<file path="src/rtl/norm_param_loader.sv">
`default_nettype none
// ============================================================================
//  Module   : norm_param_loader
//  Purpose  : Loads a configured number of parameter words from a
//             valid/ready stream into the normalisation parameter RAM.
//             Words go to consecutive addresses starting at 0, and a
//             one-cycle done pulse follows the last write.
//  Ports    : clk, rst              - clock, synchronous active-high reset
//             start, param_num      - load request and word count (IDLE only)
//             s_data/s_valid/s_ready- parameter word stream
//             ram_write_*           - RAM write port (one cycle after handshake)
//             ram_input_data        - RAM write data
//             busy, done            - status (busy when not IDLE, done pulse)
//             checksum              - XOR of all words of the current/last load
//  Config   : NORM_LOADER_CHECKSUM_EN - build the checksum accumulator;
//             when undefined the checksum output is tied to zero.
//  Revision : 1.0 - initial release
// ============================================================================
module norm_param_loader #(
  parameter int WIDTH     = 64,
  parameter int ADDR_BITS = 10
) (
  input  logic                 clk,
  input  logic                 rst,
  input  logic                 start,
  input  logic [ADDR_BITS:0]   param_num,
  input  logic [WIDTH-1:0]     s_data,
  input  logic                 s_valid,
  output logic                 s_ready,
  output logic [ADDR_BITS-1:0] ram_write_address,
  output logic [WIDTH-1:0]     ram_input_data,
  output logic                 ram_write_enable,
  output logic                 busy,
  output logic                 done,
  output logic [WIDTH-1:0]     checksum
);

  typedef enum logic [1:0] {
    S_IDLE = 2'd0,
    S_LOAD = 2'd1,
    S_WAIT = 2'd2,
    S_DONE = 2'd3
  } state_t;

  localparam logic [ADDR_BITS:0] c_cap = (ADDR_BITS+1)'(1) << ADDR_BITS;
  localparam logic [ADDR_BITS:0] c_one = (ADDR_BITS+1)'(1);

  state_t                 state_q, state_d;
  logic [ADDR_BITS:0]     n_q, n_d;
  logic [ADDR_BITS-1:0]   cnt_q, cnt_d;
  logic                   we_q, we_d;
  logic [ADDR_BITS-1:0]   addr_q, addr_d;
  logic [WIDTH-1:0]       data_q, data_d;

  logic                   w_start_acc;
  logic                   w_hs;
  logic                   w_last;
  logic [ADDR_BITS:0]     w_n_clamped;

  assign w_start_acc = (state_q == S_IDLE) && start;
  assign w_hs        = (state_q == S_LOAD) && s_valid;
  // n_q is at least 1 whenever LOAD is active, so n_q-1 never underflows here.
  assign w_last      = ({1'b0, cnt_q} == (n_q - c_one));
  assign w_n_clamped = (param_num > c_cap) ? c_cap : param_num;

  always_ff @(posedge clk) begin
    if (rst) begin
      state_q <= S_IDLE;
      n_q     <= '0;
      cnt_q   <= '0;
      we_q    <= 1'b0;
      addr_q  <= '0;
      data_q  <= '0;
    end else begin
      state_q <= state_d;
      n_q     <= n_d;
      cnt_q   <= cnt_d;
      we_q    <= we_d;
      addr_q  <= addr_d;
      data_q  <= data_d;
    end
  end

  always_comb begin
    state_d = state_q;
    n_d     = n_q;
    cnt_d   = cnt_q;
    we_d    = 1'b0;
    addr_d  = addr_q;
    data_d  = data_q;
    case (state_q)
      S_IDLE: begin
        if (start) begin
          n_d     = w_n_clamped;
          cnt_d   = '0;
          state_d = (w_n_clamped == '0) ? S_DONE : S_LOAD;
        end
      end
      S_LOAD: begin
        if (w_hs) begin
          we_d   = 1'b1;
          addr_d = cnt_q;
          data_d = s_data;
          // Wraps to 0 only on the final word of a full-capacity load,
          // at which point the FSM leaves LOAD anyway.
          cnt_d  = cnt_q + 1'b1;
          if (w_last) begin
            state_d = S_WAIT;
          end
        end
      end
      S_WAIT:  state_d = S_DONE;
      S_DONE:  state_d = S_IDLE;
      default: state_d = S_IDLE;
    endcase
  end

  assign s_ready           = (state_q == S_LOAD);
  assign busy              = (state_q != S_IDLE);
  assign done              = (state_q == S_DONE);
  assign ram_write_enable  = we_q;
  assign ram_write_address = addr_q;
  assign ram_input_data    = data_q;

`ifdef NORM_LOADER_CHECKSUM_EN
  logic [WIDTH-1:0] csum_q, csum_d;

  // Updated on the handshake edge so it lands together with the RAM write.
  always_comb begin
    csum_d = csum_q;
    if (w_start_acc) begin
      csum_d = '0;
    end else if (w_hs) begin
      csum_d = csum_q ^ s_data;
    end
  end

  always_ff @(posedge clk) begin
    if (rst) begin
      csum_q <= '0;
    end else begin
      csum_q <= csum_d;
    end
  end

  assign checksum = csum_q;
`else
  logic w_unused_start_acc;
  assign w_unused_start_acc = w_start_acc;
  assign checksum = '0;
`endif

endmodule
`default_nettype wire

</file>
<file path="config.mk">
export PLATFORM = sky130hd
export DESIGN_NAME = norm_param_loader
export DESIGN_NICKNAME = d
export VERILOG_FILES = /design/src/rtl/norm_param_loader.sv
export SDC_FILE = /design/constraint.sdc
export NUM_CORES = 1
export LEC_CHECK = 0
export BUFFER_PORTS_ARGS = -buffer_cell sky130_fd_sc_hd__buf_2
export CORE_UTILIZATION = 49
export CTS_CLUSTER_SIZE = 30
export DETAILED_ROUTE_END_ITERATION = 8
export PLACE_DENSITY = 0.85
export SLEW_MARGIN = 0
export SYNTH_ARGS = -nofsm -noshare
export SYNTH_HDL_FRONTEND = slang
export SYNTH_SLANG_ARGS = --single-unit
</file>
<file path="constraint.sdc">
create_clock -name clk -period 3.7 [get_ports clk]
set_input_delay 0.185 -clock clk [delete_from_list [all_inputs] [get_ports clk]]
set_output_delay 0.185 -clock clk [all_outputs]
set_load 0.01 [all_outputs]
</file>
==> summary.txt, run 1 <==
Critical path
  – Worst r2r path cells: 6
  – CP delay by family, top: simple AND/OR/NAND/NOR gates
  – Critical path type: reg2reg
  – Crit-path cells: or4_1 -> o21a_1 -> or3_1 -> a2111oi_1 -> a31oi_1 -> mux2_1
  – Crit path max fanout: 6
  – CP endpoint kind: flip-flop
  – Startpoint Class: flip-flop
  – Slowest cell on crit path: or4_1
  – Max incr delay on CP: roughly 640 ps
  – Worst path required time: 3940 ps
  – Worst path arrival time: roughly 2900 ps
  – Worst path bufs/invs: 0
  – Critical path depth: 6

Route
  – Avg WL per Cell: 12.29 um
  – Final WL: 10,040 um
  – Drt via density: 4.939
  – Initial drt markers: roughly 110
  – ANT nets after route: 0
  – DR vias: slightly above 4k
  – Detailed Routing Iterations Pass 1: 5
  – DRC errors left: 0

CTS
  – Total CTS buffers: 9
  – Clk sink count: 98
  – TritonCTS clock tree: built
  – Post-CTS setup buffer count: 0
  – Hold-fix buffers, CTS: 0
  – Max Root-Sink Buffers: 2
  – Clk_lat worst skew: around 360 ps
  – CTS clk-pin slew, worst paths: approximately 100 ps
  – Htree depth: 3
  – Root Driver: clkbuf_8
  – Post-CTS sizing: 0

STA
  – Pins Over Slew Limit: 0
  – RSZ-0062 raised after global routing: no
  – Worst Skew: 12.17 ps
  – Slew margin rel.: 47.18%
  – Final hold violations: 0
  – Fmax: 0.3753 GHz
  – Worst slew pin tran: 792.3 ps
  – Setup violations, final: 0
  – TNS Setup: 0 ps
  – Final period util: 72.01%
  – Minimum clock period: 2664 ps
  – PnR worst setup slack: 1036 ps

Floorplan
  – Die Wd: 96.94 um
  – Core area: 8721 um^2
  – # IOs: 221
  – Chip height: 96.94 um
  – Die Footprint: approximately 9400 um^2
  – Initial Util: 50.65%
  – Row Count: 34

Power
  – Peak VDD IR: 0.0003184 V
  – Sw power: 0.9992 mW
  – Final Power: 2.724 mW
  – Leak: 2.345 nW
  – Clock Power Share: between 20 and 25%
  – Seq pwr share: 45.7%
  – P per Cell Area: about 530 nW/um^2
  – P_int: 1.725 mW
  – Sw frac: 36.68%
  – Comb pwr share: 31.4%

Logic synthesis
  – Area share of the leading cell type in the synthesized netlist: 44.42%
  – Synth Area per Inst: 7.803 um^2
  – Synth area leaders: dfxtp_1 44%, nand2_1 13%, buf_4 11%
  – Seq/Total Area, Yosys: 44.42%
  – Synth area leader: dfxtp_1
  – Post-Synthesis Cell Area: between 4000 and 5000 um^2
  – Yosys reg bits: 98
  – Synth warn: 0
  – Unique cell type count in the Yosys netlist: 39
  – Cells after Synth: 566

GRT
  – Number of global-route vias before repair: 3,644
  – First-pass GRT wire length: around 17,000 um
  – Grt total ovfl: 0
  – Largest net degree at the start of global routing: 55
  – Total GRT Usage: 21.04%
  – Initial antenna violation count: 0

Outcome
  – Status: complete, no violations

Place
  – Dpl hpwl: 7214 um
  – Dpl ws: 1080 ps
  – PortBufs: 156
  – RePlAce Congestion: 0.8585

Layout
  – ANT cells: 0
  – Synth-to-layout area growth: 17.22%
  – Nets: approximately 790
  – Ratio of cells with drive above 1 in the final layout: 25.25%
  – Number of fillers in the final layout: 800
  – Commonest cells after routing, fill and taps aside: 156 x nand2_1, 156 x buf_2, 98 x dfxtp_1, 87 x a21oi_1, 64 x conb_1

Min path
  – Type of the tightest min-delay check: in2reg
  – Hold Path Depth: 3

Run
  – Number of max-cap violations: 0
## power groups by stage
stage | sequential, mW | combinational [mW] | clock, mW
floorplan | 1.30 | 0.605 | 0
global placement | 1.26 | 0.826 | 0
detailed placement | 1.27 | 0.852 | 0
CTS | 1.24 | 0.854 | 0.640
global route | 1.26 | 0.954 | 0.693
finish | 1.24 | 0.854 | 0.625
## worst min-delay path: cells and delay by family
kind / cells / cell delay, ps
buffers and inverters: 1 / 100
AO/OA/AOI/OAI: 1 / 50
AND/OR/NAND/NOR: 1 / 40
## final timing paths
check | to | slack (ps) | from
max | state_q[1] | 1040 | n_q[0]
min | ram_input_data[53] | 60 | s_data[53]
max reg2reg | state_q[1] | 1040 | n_q[0]
min reg2reg | ram_write_address[0] | 460 | ram_write_address[0]
## cells in the mapped netlist
| master | n |
|---|---|
| buf_1 | 5 |
| a2111oi_1 | 1 |
| and2_1 | 1 |
| o21bai_1 | 2 |
| conb_1 | 1 |
| buf_2 | 1 |
| mux2i_1 | 3 |
| a21oi_1 | 87 |
| o21ai_0 | 8 |
| dfxtp_1 | 98 |
| nor4_1 | 2 |
| o2111a_1 | 1 |
| buf_4 | 64 |
| xnor2_1 | 13 |
| nand2b_1 | 3 |
| inv_1 | 10 |
| a2111oi_0 | 1 |
| o21a_1 | 1 |
| nor2_1 | 28 |
| or3_1 | 3 |
| and3_1 | 3 |
| nand4_1 | 3 |
| nor3b_1 | 6 |
| mux2_1 | 1 |
| ha_1 | 7 |
| xor2_1 | 5 |
| nor2b_1 | 2 |
| or4_2 | 1 |
| o211ai_1 | 1 |
| a22oi_1 | 5 |
| a31oi_1 | 2 |
| or3b_2 | 1 |
| or3_2 | 1 |
| o221ai_1 | 1 |
| nand3_1 | 4 |
| clkbuf_1 | 24 |
| or4_1 | 1 |
| nor3_1 | 8 |
| nand2_1 | 157 |
## layer usage
| layer | GRT usage, % | wire (um) |
|---|---|---|
| met1 | 24.98 | 4261 |
| met2 | 36.08 | 4887 |
| met3 | 5.636 | 684 |
| met4 | 8.152 | 208 |
| met5 | 0 | 0 |
## flip-flops by register name (all words and copies together), names as in the netlist
signal / cells
ram_input_data: 64
n_q: 11
ram_write_address: 10
ram_write_enable: 1
state_q: 2
cnt_q: 10
## metrics by stage
step / cell area, um^2 / util, % / hold WS (ps) / std cells
finish: 5177 / 59.37 / 55.57 / 817
global route: 5177 / 59.37 / 40.43 / 817
CTS: 5177 / 59.37 / 41.74 / 817
detailed placement: 5001 / 57.35 / 431.7 / 802
global placement: 5001 / 57.35 / 424.8 / 802
floorplan: 4653 / - / 321.0 / 629
## final cells by class
| cell class | count | area, um^2 | area share [%] |
|---|---|---|---|
| flip-flops and latches | 98 | 1962 | 37.89 |
| multi-input cells | 427 | 2063 | 39.85 |
| clock inverters | 6 | 52.55 | 1.015 |
| inverters | 10 | 37.54 | 0.7250 |
| clock buffers | 9 | 123.9 | 2.392 |
| well taps | 108 | 135.1 | 2.610 |
| repair buffers | 159 | 803.3 | 15.51 |
## kinds of logic (layout without fill, tap and decap cells)
kind of cell               Yosys count  after routing  synth area share [%]
muxes                                4              4                0.9349
and+or+nand+nor                    224            224                 21.25
xor gates and xnor gates            18             18                 3.569
adders and majority gates            7              7                 1.983
DFF                                 98             98                 44.42
other                                1             64               0.08490
AOI/OAI and AO/OA                  110            110                 13.46
buffers and inverters              104            184                 14.31
No activity file was read; power rests on OpenSTA's default activity.
==> inputs of run 2 (changes only) <==
- CORE_UTILIZATION: 49 -> 41
- PLACE_DENSITY: 0.85 -> 0.76
- clock period: 3.7 -> 2.4 ns (I/O delays scaled with it)
==> run 2 against run 1 <==
Net effect:
- clock-buffer cell count increased by 1
- sequential share of layout area decreased by 5.2 points
- hold slack got worse by 46 ps
- fmax increased by 12%
- routed wire length increased by 14%
- flip-flop and latch count unchanged
- final cell count increased by 12%
- via count increased by 4.8%
- critical endpoint unchanged
==> summary.txt, run 2 (synthesis gave the netlist of run 1 again) <==
Layout
  – Final Non-Filler Cells: 919
  – Number of fillers in the final layout: 926
  – ANT cells: 0
  – Fin util: a little under 60%
  – Synth-to-layout area growth: 36.23%
  – Max reg flops: between 60 and 70
  – Ratio of cells with drive above 1 in the final layout: 26.31%
  – Nets: 864
  – Commonest cells after routing, fill and taps aside: 156 x nand2_1, 156 x buf_2, 95 x dfxtp_1, 87 x a21oi_1, 64 x conb_1

STA
  – Final period util: approximately 99%
  – Setup violations, final: 0
  – Worst Skew: about 13 ps
  – Minimum clock period: between 2000 and 2500 ps
  – Pins Over Slew Limit: 0
  – Final hold violations: 0
  – Fmax: 0.4207 GHz
  – RSZ-0062 raised after global routing: yes
  – TNS Setup: 0 ps

Route
  – ANT nets after route: 0
  – Wire length on met1: 4761 um
  – DRC errors left: 0
  – Top layer reached by signal wires: met4
  – Drt via density: roughly 4.6
  – Routed wl met3: 715 um
  – Initial drt markers: 191
  – Met2 WL post-DR: roughly 5600 um
  – Avg WL per Cell: 12.43 um
  – Final WL: 11,430 um
  – Detailed Routing Iterations Pass 1: 4
  – DR vias: 4,228

Power
  – Comb pwr share: 35.0%
  – Seq pwr share: between 40% and 50%
  – Peak VDD IR: between 0.0004 and 0.0005 V
  – Clock Power Share: 22.9%
  – P_int: 2.880 mW
  – Sw power: ~1.7 mW
  – Leak: 2.693 nW
  – Sw frac: a little over a third
  – P per Cell Area: 755.0 nW/um^2

Min path
  – Type of the tightest min-delay check: in2reg

GRT
  – Total GRT Usage: 19.95%
  – Grt total ovfl: 0
  – First-pass GRT wire length: 18,200 um
  – Number of global-route vias before repair: between 4k and 5k
  – Largest net degree at the start of global routing: 61
  – Initial antenna violation count: 0

Critical path
  – Worst path bufs/invs: 0
  – CP delay by family, top: simple AND/OR/NAND/NOR gates
  – Worst path arrival time: ~2600 ps
  – Crit path max fanout: 3
  – Worst path required time: 2650 ps
  – CP endpoint kind: flip-flop
  – Max incr delay on CP: 570 ps
  – Slowest cell on crit path: or4_4
  – Critical path type: reg2reg
  – Crit-path cells: or4_4 -> o21a_1 -> or3_4 -> a2111oi_4 -> a31oi_2 -> mux2_4
  – Startpoint Class: flip-flop

Floorplan
  – Die Footprint: 11,190 um^2
  – Core area: 10,370 um^2
  – Die Wd: around 110 um
  – # IOs: around 220
  – Row Count: 37
  – Chip height: around 110 um
  – Initial Util: 42.59%

CTS
  – Max Root-Sink Buffers: 2
  – CTS clk-pin slew, worst paths: ~100 ps
  – Htree depth: 3
  – Clk_lat worst skew: about 360 ps
  – Total CTS buffers: 9
  – TritonCTS clock tree: built
  – Root Driver: clkbuf_8
  – Clk sink count: 98

Place
  – Dpl hpwl: 7236 um
  – PortBufs: ~160
  – RePlAce Congestion: 0.7790
  – Dpl cells: 842

Run
  – Number of max-cap violations: 0

Outcome
  – Status: complete, no violations
==> run 2: final timing paths <==
kind	startpoint	end	slack [ps]	cells after the start
max	n_q[0]	state_q[1]	20	6
min	s_data[40]	ram_input_data[40]	9	3
max reg2reg	n_q[0]	state_q[1]	20	6
min reg2reg	ram_input_data[51]	ram_input_data[51]	460	2
==> run 2: repair_timing <==
item                                    CTS  global route
pin swaps                                 4             5
hold buffers                             58             0
endpoints found under the hold margin    58             0
resized for setup                         7             8
endpoints found under the setup margin    2             2
setup buffers                             2             1
==> run 2: worst min-delay path, delay by kind of cell <==
| family | cells | cell delay [ps] |
|---|---|---|
| compound gates | 1 | 50 |
| buf+inv | 1 | 100 |
| simple gates | 1 | 40 |
==> run 2: final cells by class <==
| type | count | area (um^2) | share of cell area [%] |
|---|---|---|---|
| timing repair buffer | 232 | 1521 | 25.29 |
| inverter | 10 | 37.54 | 0.6238 |
| multi-input combinational | 427 | 2131 | 35.41 |
| clock inverter | 6 | 53.80 | 0.8942 |
| clock buffer | 10 | 137.6 | 2.287 |
| sequential | 98 | 1966 | 32.67 |
| tap | 136 | 170.2 | 2.828 |
==> run 2: metal layers <==
layer,GRT usage (%),vias to the layer above
li1,-,2137
met1,22.56,1908
met2,34.97,157
met3,5.318,26
met4,8.929,0
met5,0,-
==> run 2: power by group through the flow <==
stage / Sequential (mW) / Combinational (mW) / Clock (mW)
floorplan: 2.01 / 0.940 / 0
global placement: 1.94 / 1.41 / 0
detailed placement: 1.94 / 1.43 / 0
CTS: 1.91 / 1.54 / 1.07
global route: 1.94 / 1.76 / 1.14
finish: 1.91 / 1.59 / 1.04
==> run 2: through the flow <==
stage          area (um^2)  power, mW  hold slack, ps  setup WS [ps]
2_1_floorplan         4658      2.947           256.0          40.72
3_3_place_gp          5156      3.348           362.1         -23.29
3_5_place_dp          5156      3.368           364.5         -69.14
4_1_cts               5974      4.524           1.863        -0.3417
5_1_grt               6017      4.830           5.109         -23.70
6_report              6017      4.543           9.204          22.90
